--- src/rtl/cool_heat_pwm_controller.sv ---
// cool_heat_pwm_controller
//
// Hysteresis thermostat with a fan PWM, driven by an external free-running
// 8-bit period counter. A "boundary" is any posedge clk where cnt_value is
// 8'hFF. The temperature is sampled only at a boundary. State, enables, fan
// level and PWM duty change only there, so a PWM period is never cut short
// by a duty change.
//
// Ports:
//   clk          clock, rising edge
//   arst         asynchronous active-high reset
//   cnt_value    free-running period counter (0..255, wraps)
//   temperature  unsigned degrees C
//   heater_on    registered, high while state is HEATING
//   cooler_on    registered, high while state is COOLING
//   fan_level    registered fan speed 0..3
//   pwm_out      registered fan PWM, high for duty clocks out of every 256
//   state        00 IDLE, 01 HEATING, 10 COOLING
//   alarm        sticky overheat flag
//
// Build option: define COOL_HEAT_ALARM_EN to build the overheat alarm.
// Without it, alarm is tied low and ALARM_TEMP does not exist.
//
// state | meaning
// ------+---------------------------------------------------------
// IDLE  | temperature inside the comfort band, no heat, no cooling
// HEAT  | heater on, fan at level 1
// COOL  | cooler on, fan level 1..3 from how far above COOL_ON
module cool_heat_pwm_controller #(
  parameter logic [7:0] HEAT_ON    = 8'd15,
  parameter logic [7:0] HEAT_OFF   = 8'd20,
  parameter logic [7:0] COOL_OFF   = 8'd25,
`ifdef COOL_HEAT_ALARM_EN
  parameter logic [7:0] COOL_ON    = 8'd35,
  parameter logic [7:0] ALARM_TEMP = 8'd60
`else
  parameter logic [7:0] COOL_ON    = 8'd35
`endif
) (
  input  logic       clk,
  input  logic       arst,
  input  logic [7:0] cnt_value,
  input  logic [7:0] temperature,
  output logic       heater_on,
  output logic       cooler_on,
  output logic [1:0] fan_level,
  output logic       pwm_out,
  output logic [1:0] state,
  output logic       alarm
);

  localparam logic [1:0] ST_IDLE = 2'b00;
  localparam logic [1:0] ST_HEAT = 2'b01;
  localparam logic [1:0] ST_COOL = 2'b10;

  logic       boundary;
  logic [1:0] next_state;
  logic [1:0] next_level;
  logic [7:0] duty_reg;
  logic [8:0] temp9;
  logic [8:0] lvl2_th;
  logic [8:0] lvl3_th;

  assign boundary = (cnt_value == 8'hFF);

  // Widened so COOL_ON near 255 cannot wrap the level thresholds.
  assign temp9   = {1'b0, temperature};
  assign lvl2_th = {1'b0, COOL_ON} + 9'd5;
  assign lvl3_th = {1'b0, COOL_ON} + 9'd15;

`ifdef COOL_HEAT_ALARM_EN
  logic next_alarm;
`endif

  always_comb begin
    next_state = state;
    case (state)
      ST_IDLE: begin
        if (temperature < HEAT_ON)      next_state = ST_HEAT;
        else if (temperature > COOL_ON) next_state = ST_COOL;
      end
      ST_HEAT: if (temperature >= HEAT_OFF) next_state = ST_IDLE;
      ST_COOL: if (temperature <= COOL_OFF) next_state = ST_IDLE;
      default: next_state = ST_IDLE;
    endcase

    next_level = 2'd0;
    case (next_state)
      ST_HEAT: next_level = 2'd1;
      ST_COOL: begin
        if (temp9 >= lvl3_th)      next_level = 2'd3;
        else if (temp9 >= lvl2_th) next_level = 2'd2;
        else                       next_level = 2'd1;
      end
      default: next_level = 2'd0;
    endcase

`ifdef COOL_HEAT_ALARM_EN
    // Overheat overrides the FSM from any state. Once raised, the alarm
    // holds the fan at full speed until COOLING falls back to IDLE; while
    // alarm is set the state is always COOLING, so the normal FSM decides
    // the exit.
    next_alarm = alarm;
    if (temperature >= ALARM_TEMP) begin
      next_state = ST_COOL;
      next_level = 2'd3;
      next_alarm = 1'b1;
    end else if (alarm) begin
      if (next_state == ST_COOL) next_level = 2'd3;
      else                       next_alarm = 1'b0;
    end
`endif
  end

  always_ff @(posedge clk or posedge arst) begin
    if (arst) begin
      state     <= ST_IDLE;
      heater_on <= 1'b0;
      cooler_on <= 1'b0;
      fan_level <= 2'd0;
      duty_reg  <= 8'd0;
      pwm_out   <= 1'b0;
    end else begin
      // Compares against the pre-update duty; at a boundary cnt_value is 255
      // so the period always ends low and the new duty starts at count 0.
      pwm_out <= (cnt_value < duty_reg);
      if (boundary) begin
        state     <= next_state;
        heater_on <= (next_state == ST_HEAT);
        cooler_on <= (next_state == ST_COOL);
        fan_level <= next_level;
        duty_reg  <= {next_level, 6'b0};
      end
    end
  end

`ifdef COOL_HEAT_ALARM_EN
  always_ff @(posedge clk or posedge arst) begin
    if (arst)          alarm <= 1'b0;
    else if (boundary) alarm <= next_alarm;
  end
`else
  assign alarm = 1'b0;
`endif

endmodule

--- config.mk ---
export PLATFORM = sky130hd
export DESIGN_NAME = cool_heat_pwm_controller
export DESIGN_NICKNAME = d
export VERILOG_FILES = /design/src/rtl/cool_heat_pwm_controller.sv
export SDC_FILE = /design/constraint.sdc
export NUM_CORES = 1
export LEC_CHECK = 0
export BUFFER_PORTS_ARGS = -buffer_cell sky130_fd_sc_hd__buf_2
export CAP_MARGIN = 10
export CORE_AREA = 2 2 39 41
export DETAILED_ROUTE_END_ITERATION = 10
export DIE_AREA = 0 0 41 43
export PLACE_DENSITY = 0.67
export SLEW_MARGIN = 10
export SYNTH_ARGS = -nofsm -noshare
export SYNTH_HDL_FRONTEND = slang
export SYNTH_SLANG_ARGS = --single-unit
--- constraint.sdc ---
create_clock -name clk -period 1.4 [get_ports clk]
set_input_delay 0.28 -clock clk [delete_from_list [all_inputs] [get_ports clk]]
set_output_delay 0.28 -clock clk [all_outputs]
set_load 0.01 [all_outputs]
==> results of run 1 <==
## routing by layer
layer	routed length, µm	part of all wire (%)	global-route usage, %	up-vias
met2	522	48	22.2	26
li1	-	-	-	254
met1	445	41	16.3	221
met4	17	1.6	8.00	0
met3	106	9.7	1.57	2
met5	0	0	0	-
## cell usage in the layout, fill, tap and decap left out, drive strengths merged
| cell | instances |
|---|---|
| dfrtp | 7 |
| conb | 1 |
| inv | 4 |
| nor2 | 3 |
| o21ai | 5 |
| nand4 | 2 |
| nor2b | 1 |
| nor4b | 1 |
| o211a | 1 |
| mux2 | 1 |
| nand3 | 1 |
| a21oi | 2 |
| a31oi | 1 |
| a41oi | 1 |
| o2111ai | 1 |
| o31ai | 2 |
| nand2b | 1 |
| dlygate4sd3 | 1 |
| buf | 33 |
| nand2 | 9 |
| ha | 3 |
| o211ai | 1 |
| clkbuf | 4 |
| or2 | 1 |
## worst max-delay path by stage
stage	start	endpoint	slack, ns
2_1_floorplan	state[1]	duty_reg[6]	0.03
3_3_place_gp	temperature[2]	duty_reg[6]	-0.07
3_5_place_dp	temperature[2]	duty_reg[6]	-0.1
4_1_cts	state[1]	duty_reg[6]	-0.003
5_1_grt	state[1]	duty_reg[6]	-0.09
6_report	state[1]	duty_reg[6]	-0.002
## power by group through the flow
stage	registers, mW	logic [mW]	clock network, mW
2_1_floorplan	0.251	0.0539	0
3_3_place_gp	0.241	0.130	0
3_5_place_dp	0.241	0.133	0
4_1_cts	0.238	0.148	0.184
5_1_grt	0.241	0.174	0.195
6_report	0.238	0.155	0.176
## cell families after synthesis
group	Yosys count
adders and majority gates	3
and+or+nand+nor	19
DFF	7
other	1
buffers and inverters	6
AOI/OAI and AO/OA	14
muxes	1
## per-stage QoR
step	instances	worst slack, ns	area [µm²]	util (%)
global placement	95	-0.0736	637	46.0
global route	103	-0.0914	729	52.7
finish	103	-0.00234	729	52.7
floorplan	51	0.0275	463	-
CTS	103	-0.00318	702	50.7
detailed placement	95	-0.0981	637	46.0
## worst register-to-register path, cell delays in order, from the launching register on
cell and delay (ns):
sky130_fd_sc_hd__dfrtp_2 0.43, sky130_fd_sc_hd__o31ai_2 0.28, sky130_fd_sc_hd__a31oi_4 0.15, sky130_fd_sc_hd__inv_1 0.08
sky130_fd_sc_hd__ha_2 0.18, sky130_fd_sc_hd__a21oi_2 0.04, sky130_fd_sc_hd__o31ai_2 0.17
## area by class of cell
type,instances,share of cell area (%)
Clock buffer,4,3.60
Inverter,4,2.06
Multi-Input combinational cell,38,40.3
Sequential cell,7,24.2
Tap cell,16,2.74
Timing Repair Buffer,34,27.1
## timing repair
action                                 CTS  global route
endpoints found under the hold margin    7             0
hold buffers                             1             0
cloned                                   0             0
setup buffers                            3             0
resized for setup                        2             4
setup endpoints to repair                1             2
pin swaps                                3             3
==> flow_results.xml, run 1 <==
<?xml version="1.0" encoding="UTF-8"?>
<metrics>
  <group name="run_status">
    <metric name="outcome" unit="">finished with violations</metric>
    <metric name="violations" unit="">negative setup slack</metric>
  </group>
  <group name="power_and_ir_drop">
    <metric name="reg_power_share" unit="%">41.8</metric>
    <metric name="power.combinational.fraction" unit="%">27.2</metric>
    <metric name="internal_power" unit="mW">0.413</metric>
    <metric name="power_switching_share" unit="%">27.3</metric>
    <metric name="total_leakage_power" unit="nW">0.384</metric>
    <metric name="report.power.total" unit="mW">0.568</metric>
    <metric name="clkPwrFrac" unit="%">31.0</metric>
    <metric name="switching_power" unit="mW">0.155</metric>
    <metric name="power_density" unit="nW/µm²">779</metric>
    <metric name="irDropWorstVdd" unit="V">0.000305</metric>
  </group>
  <group name="yosys">
    <metric name="synth-simple-area-share" unit="%">20.3</metric>
    <metric name="synth.cells.most_frequent" unit="">sky130_fd_sc_hd__nand2_1, sky130_fd_sc_hd__dfrtp_1, sky130_fd_sc_hd__inv_1</metric>
    <metric name="post-synth-top-count-cell" unit="">sky130_fd_sc_hd__nand2_1</metric>
    <metric name="synth_nets" unit="">72</metric>
    <metric name="netlist.area_leader.share" unit="%">38.4</metric>
    <metric name="synthesis.area_per_instance" unit="µm²">8.95</metric>
    <metric name="synth_seq_cells" unit="">7</metric>
    <metric name="post_synth_mux_area_share" unit="%">3.29</metric>
    <metric name="synth-async-reset-ratio" unit="%">100</metric>
    <metric name="cell_type_with_the_largest_total_area_after_synthesis" unit="">sky130_fd_sc_hd__dfrtp_1</metric>
    <metric name="synth_edf_count" unit="">0</metric>
    <metric name="synth_cell_type_count" unit="">27</metric>
    <metric name="mappedNetlistArea" unit="µm²">457</metric>
    <metric name="synth_seq_area_share" unit="%">38.4</metric>
    <metric name="largest_family_of_logic_cells_by_synthesized_area" unit="">compound AO/OA/AOI/OAI gates</metric>
    <metric name="synth_adder_area_share" unit="%">8.22</metric>
    <metric name="yosysWarnings" unit="">0</metric>
    <metric name="netlist_top_cells_area" unit="">sky130_fd_sc_hd__dfrtp_1, sky130_fd_sc_hd__ha_1, sky130_fd_sc_hd__nand2_1, sky130_fd_sc_hd__o21ai_0, sky130_fd_sc_hd__inv_1</metric>
    <metric name="synth_compound_area_share" unit="%">23.3</metric>
    <metric name="xor_and_xnor_fraction_of_the_mapped_netlist_area" unit="%">0</metric>
    <metric name="syn-instance-count" unit="">51</metric>
    <metric name="synth_flop_cell" unit="">sky130_fd_sc_hd__dfrtp_1</metric>
  </group>
  <group name="clock_tree">
    <metric name="insertion_delay" unit="ns">0.24</metric>
    <metric name="clock_tree.root_cell" unit="">sky130_fd_sc_hd__clkbuf_4</metric>
    <metric name="clk_pin_slew_worst_paths" unit="ns">0.05</metric>
    <metric name="cts_max_path_buffers" unit="">2</metric>
    <metric name="cts_htree_levels" unit="">1</metric>
    <metric name="cts_tree" unit="">built</metric>
    <metric name="cts_num_sinks" unit="">7</metric>
    <metric name="tritoncts.num_buffers" unit="">3</metric>
  </group>
  <group name="worst_setup_path">
    <metric name="cpLargestDelayFamily" unit="">compound AO/OA/AOI/OAI gates</metric>
    <metric name="critical_path_required" unit="ns">1.56</metric>
    <metric name="worst_setup_path_start_kind" unit="">flop</metric>
    <metric name="crit_slowest_cell" unit="">sky130_fd_sc_hd__dfrtp_2</metric>
    <metric name="rr_worst_depth" unit="">6</metric>
    <metric name="critical_path.reg2reg.endpoint" unit="">duty_reg[6]</metric>
    <metric name="critical-path-max-stage-delay" unit="ns">0.43</metric>
    <metric name="reg2reg_from" unit="">state[1]</metric>
    <metric name="crit_path_cell_trace" unit="">o31ai_2 &gt; a31oi_4 &gt; inv_1 &gt; ha_2 &gt; a21oi_2 &gt; o31ai_2</metric>
    <metric name="worst_path_fanout_max" unit="">4</metric>
    <metric name="timing.setup.critical_path_class" unit="">reg -&gt; reg</metric>
    <metric name="worst_ep_arrival_time" unit="ns">1.56</metric>
    <metric name="critPathCaptureType" unit="">flop</metric>
    <metric name="worst_path_most_repeated_cell" unit="">sky130_fd_sc_hd__o31ai_2</metric>
    <metric name="critical_path_buf_inv_count" unit="">1</metric>
    <metric name="worst-r2r-setup-slack" unit="ns">-0.002</metric>
    <metric name="critical_path_depth" unit="">6</metric>
  </group>
  <group name="die">
    <metric name="io_pins" unit="">26</metric>
    <metric name="core_footprint" unit="µm²">1380</metric>
    <metric name="start_util" unit="%">33.0</metric>
    <metric name="die_width" unit="µm">41</metric>
    <metric name="fp_rows" unit="">14</metric>
    <metric name="dieArea" unit="µm²">1760</metric>
    <metric name="fp.dieH" unit="µm">43</metric>
  </group>
  <group name="detailed_routing">
    <metric name="wire_per_inst" unit="µm">10.6</metric>
    <metric name="detailroute.via_count" unit="">503</metric>
    <metric name="post_drt_via_cell_ratio" unit="">4.88</metric>
    <metric name="drt_wl_total" unit="µm">1090</metric>
    <metric name="final_antenna_net_count" unit="">0</metric>
    <metric name="detail_route.drc_violations" unit="">0</metric>
    <metric name="detailedRoute.firstIterationViolations" unit="">4</metric>
    <metric name="dr_pass1_iterations" unit="">4</metric>
  </group>
  <group name="final_layout">
    <metric name="insertedDiodeCount" unit="">0</metric>
    <metric name="register_area" unit="µm²">176</metric>
    <metric name="final_nets" unit="">109</metric>
    <metric name="total_area_of_multi_input_combinational_cells" unit="µm²">294</metric>
    <metric name="layout_cells_sized_above_1" unit="%">54.0</metric>
    <metric name="number_of_filler_instances_in_the_final_layout" unit="">136</metric>
    <metric name="syn2layout_area_growth" unit="%">59.7</metric>
  </group>
  <group name="timing">
    <metric name="max_freq" unit="MHz">713</metric>
    <metric name="final_critical_path_share_of_the_clock_period" unit="%">100</metric>
    <metric name="final.hold.worst_slack" unit="ns">0.311</metric>
    <metric name="finalHoldViolations" unit="">0</metric>
    <metric name="clock-skew-final" unit="ns">0.000231</metric>
    <metric name="slew_violations" unit="">0</metric>
    <metric name="finalWorstPathRequiredPeriod" unit="ns">1.40</metric>
    <metric name="finalSetupViolations" unit="">1</metric>
    <metric name="setup_slack" unit="ns">-0.00234</metric>
    <metric name="rsz_0062_raised_after_global_routing" unit="">yes</metric>
    <metric name="fin_setup_tns" unit="ns">-0.00234</metric>
  </group>
  <group name="global_route">
    <metric name="grt_max_degree" unit="">8</metric>
    <metric name="grt_overflow_total" unit="">0</metric>
    <metric name="globalRouteTotalUtil" unit="%">13.7</metric>
    <metric name="wire_length_of_the_first_global_routing_pass" unit="µm">1660</metric>
    <metric name="grt_pass1_vias" unit="">421</metric>
    <metric name="number_of_antenna_violations_at_the_first_check_in_global_routing" unit="">0</metric>
  </group>
  <group name="worst_hold_path">
    <metric name="worst_hold_startpoint" unit="">cnt_value[6]</metric>
    <metric name="worst_hold_path_type" unit="">in -&gt; reg</metric>
    <metric name="min_to" unit="">pwm_out</metric>
    <metric name="hold-path-cell-count" unit="">3</metric>
  </group>
  <group name="placed_design">
    <metric name="routabilityCongestion" unit="">0.662</metric>
    <metric name="numPortBuffers" unit="">24</metric>
    <metric name="hpwl" unit="µm">832</metric>
  </group>
  <group name="run">
    <metric name="timing.max_cap.violations" unit="">0</metric>
  </group>
</metrics>
No activity file was read; power rests on OpenSTA's default activity.
==> inputs of run 2 (changes only) <==
--- a/config.mk
+++ b/config.mk
@@ -10,7 +10,7 @@
 export CORE_AREA = 2 2 39 41
 export DETAILED_ROUTE_END_ITERATION = 10
 export DIE_AREA = 0 0 41 43
-export PLACE_DENSITY = 0.67
+export PLACE_DENSITY = 0.74
 export SLEW_MARGIN = 10
 export SYNTH_ARGS = -nofsm -noshare
 export SYNTH_HDL_FRONTEND = slang
==> run 2 against run 1 <==
  * The flow still finishes with violations (negative setup slack)
  * Core utilization is 0.36 points higher
  * Via count shrank 3.0%
  * Setup slack got worse by 0.0046 ns
  * Sequential cell count unchanged
  * Die area is the same
  * Clock power is 3% higher
  * Critical path depth rose by 1
  * Fmax decreased by 0.33%
==> flow_results.xml, run 2 (synthesized netlist as in run 1, its figures left out) <==
<?xml version="1.0" encoding="UTF-8"?>
<metrics>
  <group name="run_status">
    <metric name="outcome" unit="">finished with violations</metric>
    <metric name="violations" unit="">negative setup slack</metric>
  </group>
  <group name="placed_design">
    <metric name="routabilityCongestion" unit="">0.750</metric>
    <metric name="numPortBuffers" unit="">24</metric>
    <metric name="hpwl" unit="µm">876</metric>
  </group>
  <group name="die">
    <metric name="fp.dieH" unit="µm">43</metric>
    <metric name="die_width" unit="µm">41</metric>
    <metric name="core_footprint" unit="µm²">1380</metric>
    <metric name="io_pins" unit="">26</metric>
    <metric name="fp_rows" unit="">14</metric>
    <metric name="dieArea" unit="µm²">1760</metric>
    <metric name="start_util" unit="%">33.0</metric>
  </group>
  <group name="timing">
    <metric name="clock-skew-final" unit="ns">0.000137</metric>
    <metric name="final_critical_path_share_of_the_clock_period" unit="%">100</metric>
    <metric name="finalWorstPathRequiredPeriod" unit="ns">1.41</metric>
    <metric name="rsz_0062_raised_after_global_routing" unit="">yes</metric>
    <metric name="max_freq" unit="MHz">711</metric>
    <metric name="slew_violations" unit="">0</metric>
    <metric name="setup_slack" unit="ns">-0.00691</metric>
    <metric name="finalHoldViolations" unit="">0</metric>
    <metric name="finalSetupViolations" unit="">1</metric>
  </group>
  <group name="worst_setup_path">
    <metric name="crit_slowest_cell" unit="">sky130_fd_sc_hd__dfrtp_2</metric>
    <metric name="critPathCaptureType" unit="">flop</metric>
    <metric name="crit_path_cell_trace" unit="">o211a_1 &gt; o21ai_2 &gt; a31oi_4 &gt; inv_1 &gt; ha_2 &gt; a21oi_2 &gt; o31ai_2</metric>
    <metric name="cpLargestDelayFamily" unit="">compound AO/OA/AOI/OAI gates</metric>
    <metric name="timing.setup.critical_path_class" unit="">reg -&gt; reg</metric>
    <metric name="worst_ep_arrival_time" unit="ns">1.54</metric>
    <metric name="critical_path_required" unit="ns">1.53</metric>
    <metric name="critical-path-max-stage-delay" unit="ns">0.40</metric>
    <metric name="critical_path_buf_inv_count" unit="">1</metric>
    <metric name="worst_setup_path_start_kind" unit="">flop</metric>
    <metric name="worst_path_fanout_max" unit="">4</metric>
  </group>
  <group name="final_layout">
    <metric name="syn2layout_area_growth" unit="%">60.8</metric>
    <metric name="final_core_utilization" unit="%">53.1</metric>
    <metric name="final_nets" unit="">108</metric>
    <metric name="layout_cells_sized_above_1" unit="%">55.8</metric>
    <metric name="total_area_of_multi_input_combinational_cells" unit="µm²">303</metric>
    <metric name="register_area" unit="µm²">176</metric>
    <metric name="most_common_cell_after_layout_fill_and_taps_aside" unit="">sky130_fd_sc_hd__buf_2</metric>
    <metric name="number_of_filler_instances_in_the_final_layout" unit="">137</metric>
    <metric name="layout.cells.most_common_list" unit="">sky130_fd_sc_hd__buf_2, sky130_fd_sc_hd__nand2_1, sky130_fd_sc_hd__buf_4</metric>
    <metric name="insertedDiodeCount" unit="">0</metric>
  </group>
  <group name="clock_tree">
    <metric name="cts_max_path_buffers" unit="">2</metric>
    <metric name="cts_htree_levels" unit="">1</metric>
    <metric name="cts_num_sinks" unit="">7</metric>
    <metric name="clk_pin_slew_worst_paths" unit="ns">0.05</metric>
    <metric name="cts_tree" unit="">built</metric>
    <metric name="tritoncts.num_buffers" unit="">3</metric>
    <metric name="insertion_delay" unit="ns">0.25</metric>
    <metric name="clock_tree.root_cell" unit="">sky130_fd_sc_hd__clkbuf_4</metric>
  </group>
  <group name="detailed_routing">
    <metric name="wire_per_inst" unit="µm">11.3</metric>
    <metric name="post_drt_via_cell_ratio" unit="">4.78</metric>
    <metric name="drt_wl_total" unit="µm">1160</metric>
    <metric name="detailroute.via_count" unit="">488</metric>
    <metric name="final_antenna_net_count" unit="">0</metric>
    <metric name="dr_pass1_iterations" unit="">4</metric>
    <metric name="detailedRoute.firstIterationViolations" unit="">6</metric>
    <metric name="detail_route.drc_violations" unit="">0</metric>
  </group>
  <group name="global_route">
    <metric name="grt_max_degree" unit="">8</metric>
    <metric name="number_of_antenna_violations_at_the_first_check_in_global_routing" unit="">0</metric>
    <metric name="gr_layer_usage_met2" unit="%">23.1</metric>
    <metric name="gr-usage-met3" unit="%">1.57</metric>
    <metric name="grt_overflow_total" unit="">0</metric>
    <metric name="globalRouteTotalUtil" unit="%">13.4</metric>
    <metric name="grt_pass1_vias" unit="">426</metric>
    <metric name="grt.met1_usage" unit="%">13.4</metric>
    <metric name="wire_length_of_the_first_global_routing_pass" unit="µm">1570</metric>
    <metric name="busiest_layer" unit="">met2</metric>
  </group>
  <group name="run">
    <metric name="timing.max_cap.violations" unit="">0</metric>
  </group>
  <group name="power_and_ir_drop">
    <metric name="power_density" unit="nW/µm²">787</metric>
    <metric name="total_leakage_power" unit="nW">0.382</metric>
    <metric name="report.power.total" unit="mW">0.578</metric>
    <metric name="irDropWorstVdd" unit="V">0.000350</metric>
  </group>
  <group name="worst_hold_path">
    <metric name="worst_hold_path_type" unit="">in -&gt; reg</metric>
  </group>
</metrics>
-- run 2: layout make-up --
| class | instances | area share (%) |
|---|---|---|
| inverters | 4 | 2.04 |
| well taps | 16 | 2.73 |
| multi-input cells | 38 | 41.2 |
| flip-flops and latches | 7 | 24.0 |
| clock buffers | 4 | 3.58 |
| repair buffers | 33 | 26.4 |
-- run 2: repair_timing --
action                                  CTS  global route
endpoints found under the hold margin     7             0
pin swaps                                 3             3
setup buffers                             3             0
hold buffers                              1             0
endpoints found under the setup margin    1             2
gates resized for setup                   2             8
-- run 2: worst register-to-register path: stages (launching register included) --
cell and delay, ns:
sky130_fd_sc_hd__dfrtp_2 0.40, sky130_fd_sc_hd__o211a_1 0.17, sky130_fd_sc_hd__o21ai_2 0.07, sky130_fd_sc_hd__a31oi_4 0.22
sky130_fd_sc_hd__inv_1 0.08, sky130_fd_sc_hd__ha_2 0.18, sky130_fd_sc_hd__a21oi_2 0.12, sky130_fd_sc_hd__o31ai_2 0.07
-- run 2: worst paths after layout --
kind                               from           to  slack (ns)  cells after the start
setup reg to reg               state[1]  duty_reg[6]      -0.007                      7
min in group asynchronous          arst     state[0]        0.51                      3
setup / recovery               state[1]  duty_reg[6]      -0.007                      7
max in group asynchronous          arst     state[1]        0.66                      3
hold / removal             cnt_value[6]      pwm_out        0.31                      3
hold reg to reg               heater_on    heater_on        0.48                      2
-- run 2: metal layers --
layer  vias up  part of all wire, %  wire length [µm]
met3         2                  8.8               102
met2        26                   49               572
met4         0                 0.52                 6
li1        250                    -                 -
met5         -                    0                 0
met1       210                   41               475
-- run 2: where the power goes --
group          switching, mW  internal, mW  total [mW]
Combinational         0.0780        0.0811       0.159
Sequential            0.0128         0.225       0.237
Clock                 0.0731         0.109       0.182
Total                  0.164         0.414       0.578
-- run 2: per-stage QoR --
step / cells / setup slack (ns) / TNS [ns] / cell area [µm²] / hold WS (ns)
after floorplan: 51 / 0.0275 / 0 / 463 / 0.0833
after global placement: 94 / -0.0717 / -0.0717 / 629 / 0.216
after detailed placement: 94 / -0.135 / -0.135 / 629 / 0.223
after CTS: 102 / -0.0115 / -0.0115 / 694 / 0.298
after global routing: 102 / -0.0941 / -0.0941 / 734 / 0.300
final: 102 / -0.00691 / -0.00691 / 734 / 0.307
==> inputs of run 3 (changes only) <==
--- a/config.mk
+++ b/config.mk
@@ -5,12 +5,14 @@
 export SDC_FILE = /design/constraint.sdc
 export NUM_CORES = 1
 export LEC_CHECK = 0
+export ABC_AREA = 1
 export BUFFER_PORTS_ARGS = -buffer_cell sky130_fd_sc_hd__buf_2
 export CAP_MARGIN = 10
 export CORE_AREA = 2 2 39 41
 export DETAILED_ROUTE_END_ITERATION = 10
 export DIE_AREA = 0 0 41 43
-export PLACE_DENSITY = 0.74
+export HOLD_SLACK_MARGIN = 0.1
+export PLACE_DENSITY = 0.76
 export SLEW_MARGIN = 10
 export SYNTH_ARGS = -nofsm -noshare
 export SYNTH_HDL_FRONTEND = slang
==> constraint.sdc (replaced) <==
create_clock -name clk -period 1.55 [get_ports clk]
set_input_delay 0.31 -clock clk [delete_from_list [all_inputs] [get_ports clk]]
set_output_delay 0.31 -clock clk [all_outputs]
set_load 0.01 [all_outputs]
==> run 3 against run 2 <==
  * The run now ends clean
  * Critical path depth is 1 higher
  * Clock skew increased by 0.0017 ns
  * Die area did not move
  * Synthesized area rose by 12%
  * Total power decreased by 12%
  * Register-to-register slack improved by 0.20 ns
  * Fmax rose by 3.5%
  * First-iteration DRC count shrank 50%
  * Core utilization shrank 3.8 points
  * Critical path type unchanged
  * Largest power group unchanged
  * Highest routed layer unchanged
==> flow_results.xml, run 3 <==
<?xml version="1.0" encoding="UTF-8"?>
<metrics>
  <group name="die">
    <metric name="die_width" unit="µm">41</metric>
    <metric name="start_util" unit="%">37.1</metric>
    <metric name="io_pins" unit="">26</metric>
    <metric name="core_footprint" unit="µm²">1380</metric>
    <metric name="fp_rows" unit="">14</metric>
    <metric name="fp.dieH" unit="µm">43</metric>
    <metric name="dieArea" unit="µm²">1760</metric>
  </group>
  <group name="global_route">
    <metric name="grt_pass1_vias" unit="">469</metric>
    <metric name="number_of_antenna_violations_at_the_first_check_in_global_routing" unit="">0</metric>
    <metric name="grt_max_degree" unit="">10</metric>
    <metric name="globalRouteTotalUtil" unit="%">15.6</metric>
    <metric name="grt_overflow_total" unit="">0</metric>
    <metric name="wire_length_of_the_first_global_routing_pass" unit="µm">1810</metric>
  </group>
  <group name="final_layout">
    <metric name="stdcell_area" unit="µm²">682</metric>
    <metric name="post_layout_cell_count" unit="">119</metric>
    <metric name="layout.cells.most_common_list" unit="">sky130_fd_sc_hd__nand2_1, sky130_fd_sc_hd__buf_2, sky130_fd_sc_hd__inv_1</metric>
    <metric name="final_nets" unit="">125</metric>
    <metric name="insertedDiodeCount" unit="">0</metric>
    <metric name="number_of_filler_instances_in_the_final_layout" unit="">134</metric>
    <metric name="layout_cells_sized_above_1" unit="%">34.0</metric>
    <metric name="final_core_utilization" unit="%">49.3</metric>
    <metric name="most_common_cell_after_layout_fill_and_taps_aside" unit="">sky130_fd_sc_hd__nand2_1</metric>
    <metric name="syn2layout_area_growth" unit="%">32.9</metric>
  </group>
  <group name="clock_tree">
    <metric name="cts_htree_levels" unit="">1</metric>
    <metric name="cts_post_setup_buffers_inserted" unit="">0</metric>
    <metric name="cts_max_path_buffers" unit="">2</metric>
    <metric name="cts_tree" unit="">built</metric>
    <metric name="clock_tree.root_cell" unit="">sky130_fd_sc_hd__clkbuf_4</metric>
    <metric name="post_cts_resized" unit="">0</metric>
    <metric name="insertion_delay" unit="ns">0.25</metric>
    <metric name="cts_num_sinks" unit="">7</metric>
    <metric name="tritoncts.num_buffers" unit="">3</metric>
    <metric name="cts_hold_buffers" unit="">1</metric>
    <metric name="clk_pin_slew_worst_paths" unit="ns">0.06</metric>
  </group>
  <group name="yosys">
    <metric name="synth_seq_cells" unit="">7</metric>
    <metric name="synth_nets" unit="">96</metric>
    <metric name="synth_edf_count" unit="">0</metric>
    <metric name="yosysWarnings" unit="">0</metric>
    <metric name="synth_adder_area_share" unit="%">7.32</metric>
    <metric name="mappedNetlistArea" unit="µm²">513</metric>
    <metric name="synth.cells.most_frequent" unit="">sky130_fd_sc_hd__nand2_1, sky130_fd_sc_hd__inv_1, sky130_fd_sc_hd__dfrtp_1, sky130_fd_sc_hd__nor2_1</metric>
    <metric name="synthesis.area_per_instance" unit="µm²">6.84</metric>
    <metric name="synth-async-reset-ratio" unit="%">100</metric>
    <metric name="synth_flop_cell" unit="">sky130_fd_sc_hd__dfrtp_1</metric>
    <metric name="netlist.area_leader.share" unit="%">34.1</metric>
    <metric name="xor_and_xnor_fraction_of_the_mapped_netlist_area" unit="%">0</metric>
    <metric name="synth_seq_area_share" unit="%">34.1</metric>
    <metric name="netlist_top_cells_area" unit="">sky130_fd_sc_hd__dfrtp_1, sky130_fd_sc_hd__nand2_1, sky130_fd_sc_hd__inv_1, sky130_fd_sc_hd__ha_1, sky130_fd_sc_hd__nor2_1</metric>
    <metric name="post_synth_mux_area_share" unit="%">0</metric>
    <metric name="synth_compound_area_share" unit="%">5.85</metric>
    <metric name="cell_type_with_the_largest_total_area_after_synthesis" unit="">sky130_fd_sc_hd__dfrtp_1</metric>
    <metric name="synth_cell_type_count" unit="">18</metric>
    <metric name="synth-simple-area-share" unit="%">38.5</metric>
    <metric name="post-synth-top-count-cell" unit="">sky130_fd_sc_hd__nand2_1</metric>
    <metric name="syn-instance-count" unit="">75</metric>
    <metric name="largest_family_of_logic_cells_by_synthesized_area" unit="">simple AND/OR/NAND/NOR gates</metric>
  </group>
  <group name="worst_setup_path">
    <metric name="critical_path_depth" unit="">8</metric>
    <metric name="critical_path.reg2reg.endpoint" unit="">duty_reg[6]</metric>
    <metric name="crit_path_cell_trace" unit="">nor2_1 &gt; nand2_1 &gt; nor2_1 &gt; nand2_1 &gt; ha_1 &gt; nor2_1 &gt; nand2_1 &gt; nand2_1</metric>
    <metric name="cpLargestDelayFamily" unit="">simple AND/OR/NAND/NOR gates</metric>
    <metric name="worst-r2r-setup-slack" unit="ns">0.19</metric>
    <metric name="worst_path_most_repeated_cell" unit="">sky130_fd_sc_hd__nand2_1</metric>
    <metric name="worstSetupEndpoint" unit="">duty_reg[6]</metric>
    <metric name="timing.setup.critical_path_class" unit="">reg -&gt; reg</metric>
    <metric name="crit_slowest_cell" unit="">sky130_fd_sc_hd__dfrtp_1</metric>
    <metric name="critical_path_required" unit="ns">1.74</metric>
    <metric name="worst_ep_arrival_time" unit="ns">1.55</metric>
    <metric name="critical-path-max-stage-delay" unit="ns">0.40</metric>
    <metric name="worst_path_fanout_max" unit="">4</metric>
    <metric name="critPathCaptureType" unit="">flop</metric>
    <metric name="worst_setup_path_start_kind" unit="">flop</metric>
    <metric name="rr_worst_depth" unit="">8</metric>
    <metric name="reg2reg_from" unit="">state[1]</metric>
    <metric name="critical_path_buf_inv_count" unit="">0</metric>
    <metric name="timing.critical_path.from" unit="">state[1]</metric>
  </group>
  <group name="timing">
    <metric name="finalSetupViolations" unit="">0</metric>
    <metric name="setup_slack" unit="ns">0.191</metric>
    <metric name="finalHoldViolations" unit="">0</metric>
    <metric name="finalWorstPathRequiredPeriod" unit="ns">1.36</metric>
    <metric name="clock-skew-final" unit="ns">0.00186</metric>
    <metric name="rsz_0062_raised_after_global_routing" unit="">no</metric>
    <metric name="final_critical_path_share_of_the_clock_period" unit="%">87.7</metric>
    <metric name="slew_violations" unit="">0</metric>
    <metric name="max_freq" unit="MHz">736</metric>
    <metric name="fin_setup_tns" unit="ns">0</metric>
  </group>
  <group name="detailed_routing">
    <metric name="detailedRoute.firstIterationViolations" unit="">3</metric>
    <metric name="detail_route.drc_violations" unit="">0</metric>
    <metric name="post_drt_via_cell_ratio" unit="">4.48</metric>
    <metric name="dr_pass1_iterations" unit="">4</metric>
    <metric name="final_antenna_net_count" unit="">0</metric>
    <metric name="wire_per_inst" unit="µm">9.10</metric>
    <metric name="detailroute.via_count" unit="">533</metric>
    <metric name="drt_wl_total" unit="µm">1080</metric>
  </group>
  <group name="placed_design">
    <metric name="hpwl" unit="µm">914</metric>
    <metric name="numPortBuffers" unit="">24</metric>
    <metric name="placed_cell_area" unit="µm²">646</metric>
    <metric name="routabilityCongestion" unit="">0.771</metric>
    <metric name="placed_instance_count" unit="">114</metric>
    <metric name="place_worst_setup_slack" unit="ns">0.0249</metric>
  </group>
  <group name="run_status">
    <metric name="outcome" unit="">finished, final reports clean</metric>
  </group>
  <group name="worst_hold_path">
    <metric name="worst_hold_path_type" unit="">in -&gt; reg</metric>
  </group>
  <group name="power_and_ir_drop">
    <metric name="irDropWorstVdd" unit="V">0.000353</metric>
    <metric name="power_density" unit="nW/µm²">744</metric>
    <metric name="total_leakage_power" unit="nW">0.427</metric>
  </group>
  <group name="run">
    <metric name="timing.max_cap.violations" unit="">0</metric>
  </group>
</metrics>
==> run 3: worst min path at each step <==
stage                       startpoint           to  slack [ns]  depth (start not counted)
after CTS                 cnt_value[6]      pwm_out        0.32                          4
after detailed placement          arst  duty_reg[6]        0.26                          2
final                     cnt_value[6]      pwm_out        0.31                          4
after floorplan                   arst    cooler_on        0.11                          1
after global placement            arst      pwm_out        0.25                          2
after global routing      cnt_value[6]      pwm_out        0.35                          4
==> run 3: cells by family (layout without fill, tap and decap cells) <==
kind of cell	count (synthesis)	in the layout
DFF	7	7
buffers and inverters	16	44
AOI/OAI and AO/OA	6	6
and+or+nand+nor	42	42
adders and majority gates	3	3
other	1	1
==> run 3: power breakdown <==
group	internal, mW	total (mW)	switching (mW)
Clock	0.0988	0.174	0.0749
Sequential	0.202	0.212	0.0101
Combinational	0.0536	0.122	0.0685
Total	0.354	0.508	0.154
==> run 3: per-stage QoR <==
stage,total power [mW],hold WS [ns]
after global placement,0.330,0.248
final,0.508,0.314
after CTS,0.510,0.320
after detailed placement,0.337,0.261
after global routing,0.543,0.348
after floorplan,0.281,0.113
==> run 3: layout make-up <==
cell class | instances | area [µm²] | area share, %
Tap cell | 16 | 20.0 | 2.94
Multi-Input combinational cell | 52 | 269 | 39.4
Inverter | 15 | 61.3 | 8.99
Clock buffer | 4 | 26.3 | 3.85
Sequential cell | 7 | 175 | 25.7
Timing Repair Buffer | 25 | 130 | 19.1
==> run 3: routing by layer <==
layer	global-route usage, %	vias to the layer above	part of all wire, %
met5	0	-	0
met4	8.00	0	1.7
met3	4.71	4	3.0
met2	25.9	6	55
met1	16.7	242	40
li1	-	281	-
==> run 3: tightest hold or removal path, delay by kind of cell <==
family / cells / cell delay [ns]
buffers and inverters: 2 / 0.11
AOI/OAI and AO/OA: 1 / 0.06
and+or+nand+nor: 1 / 0.04
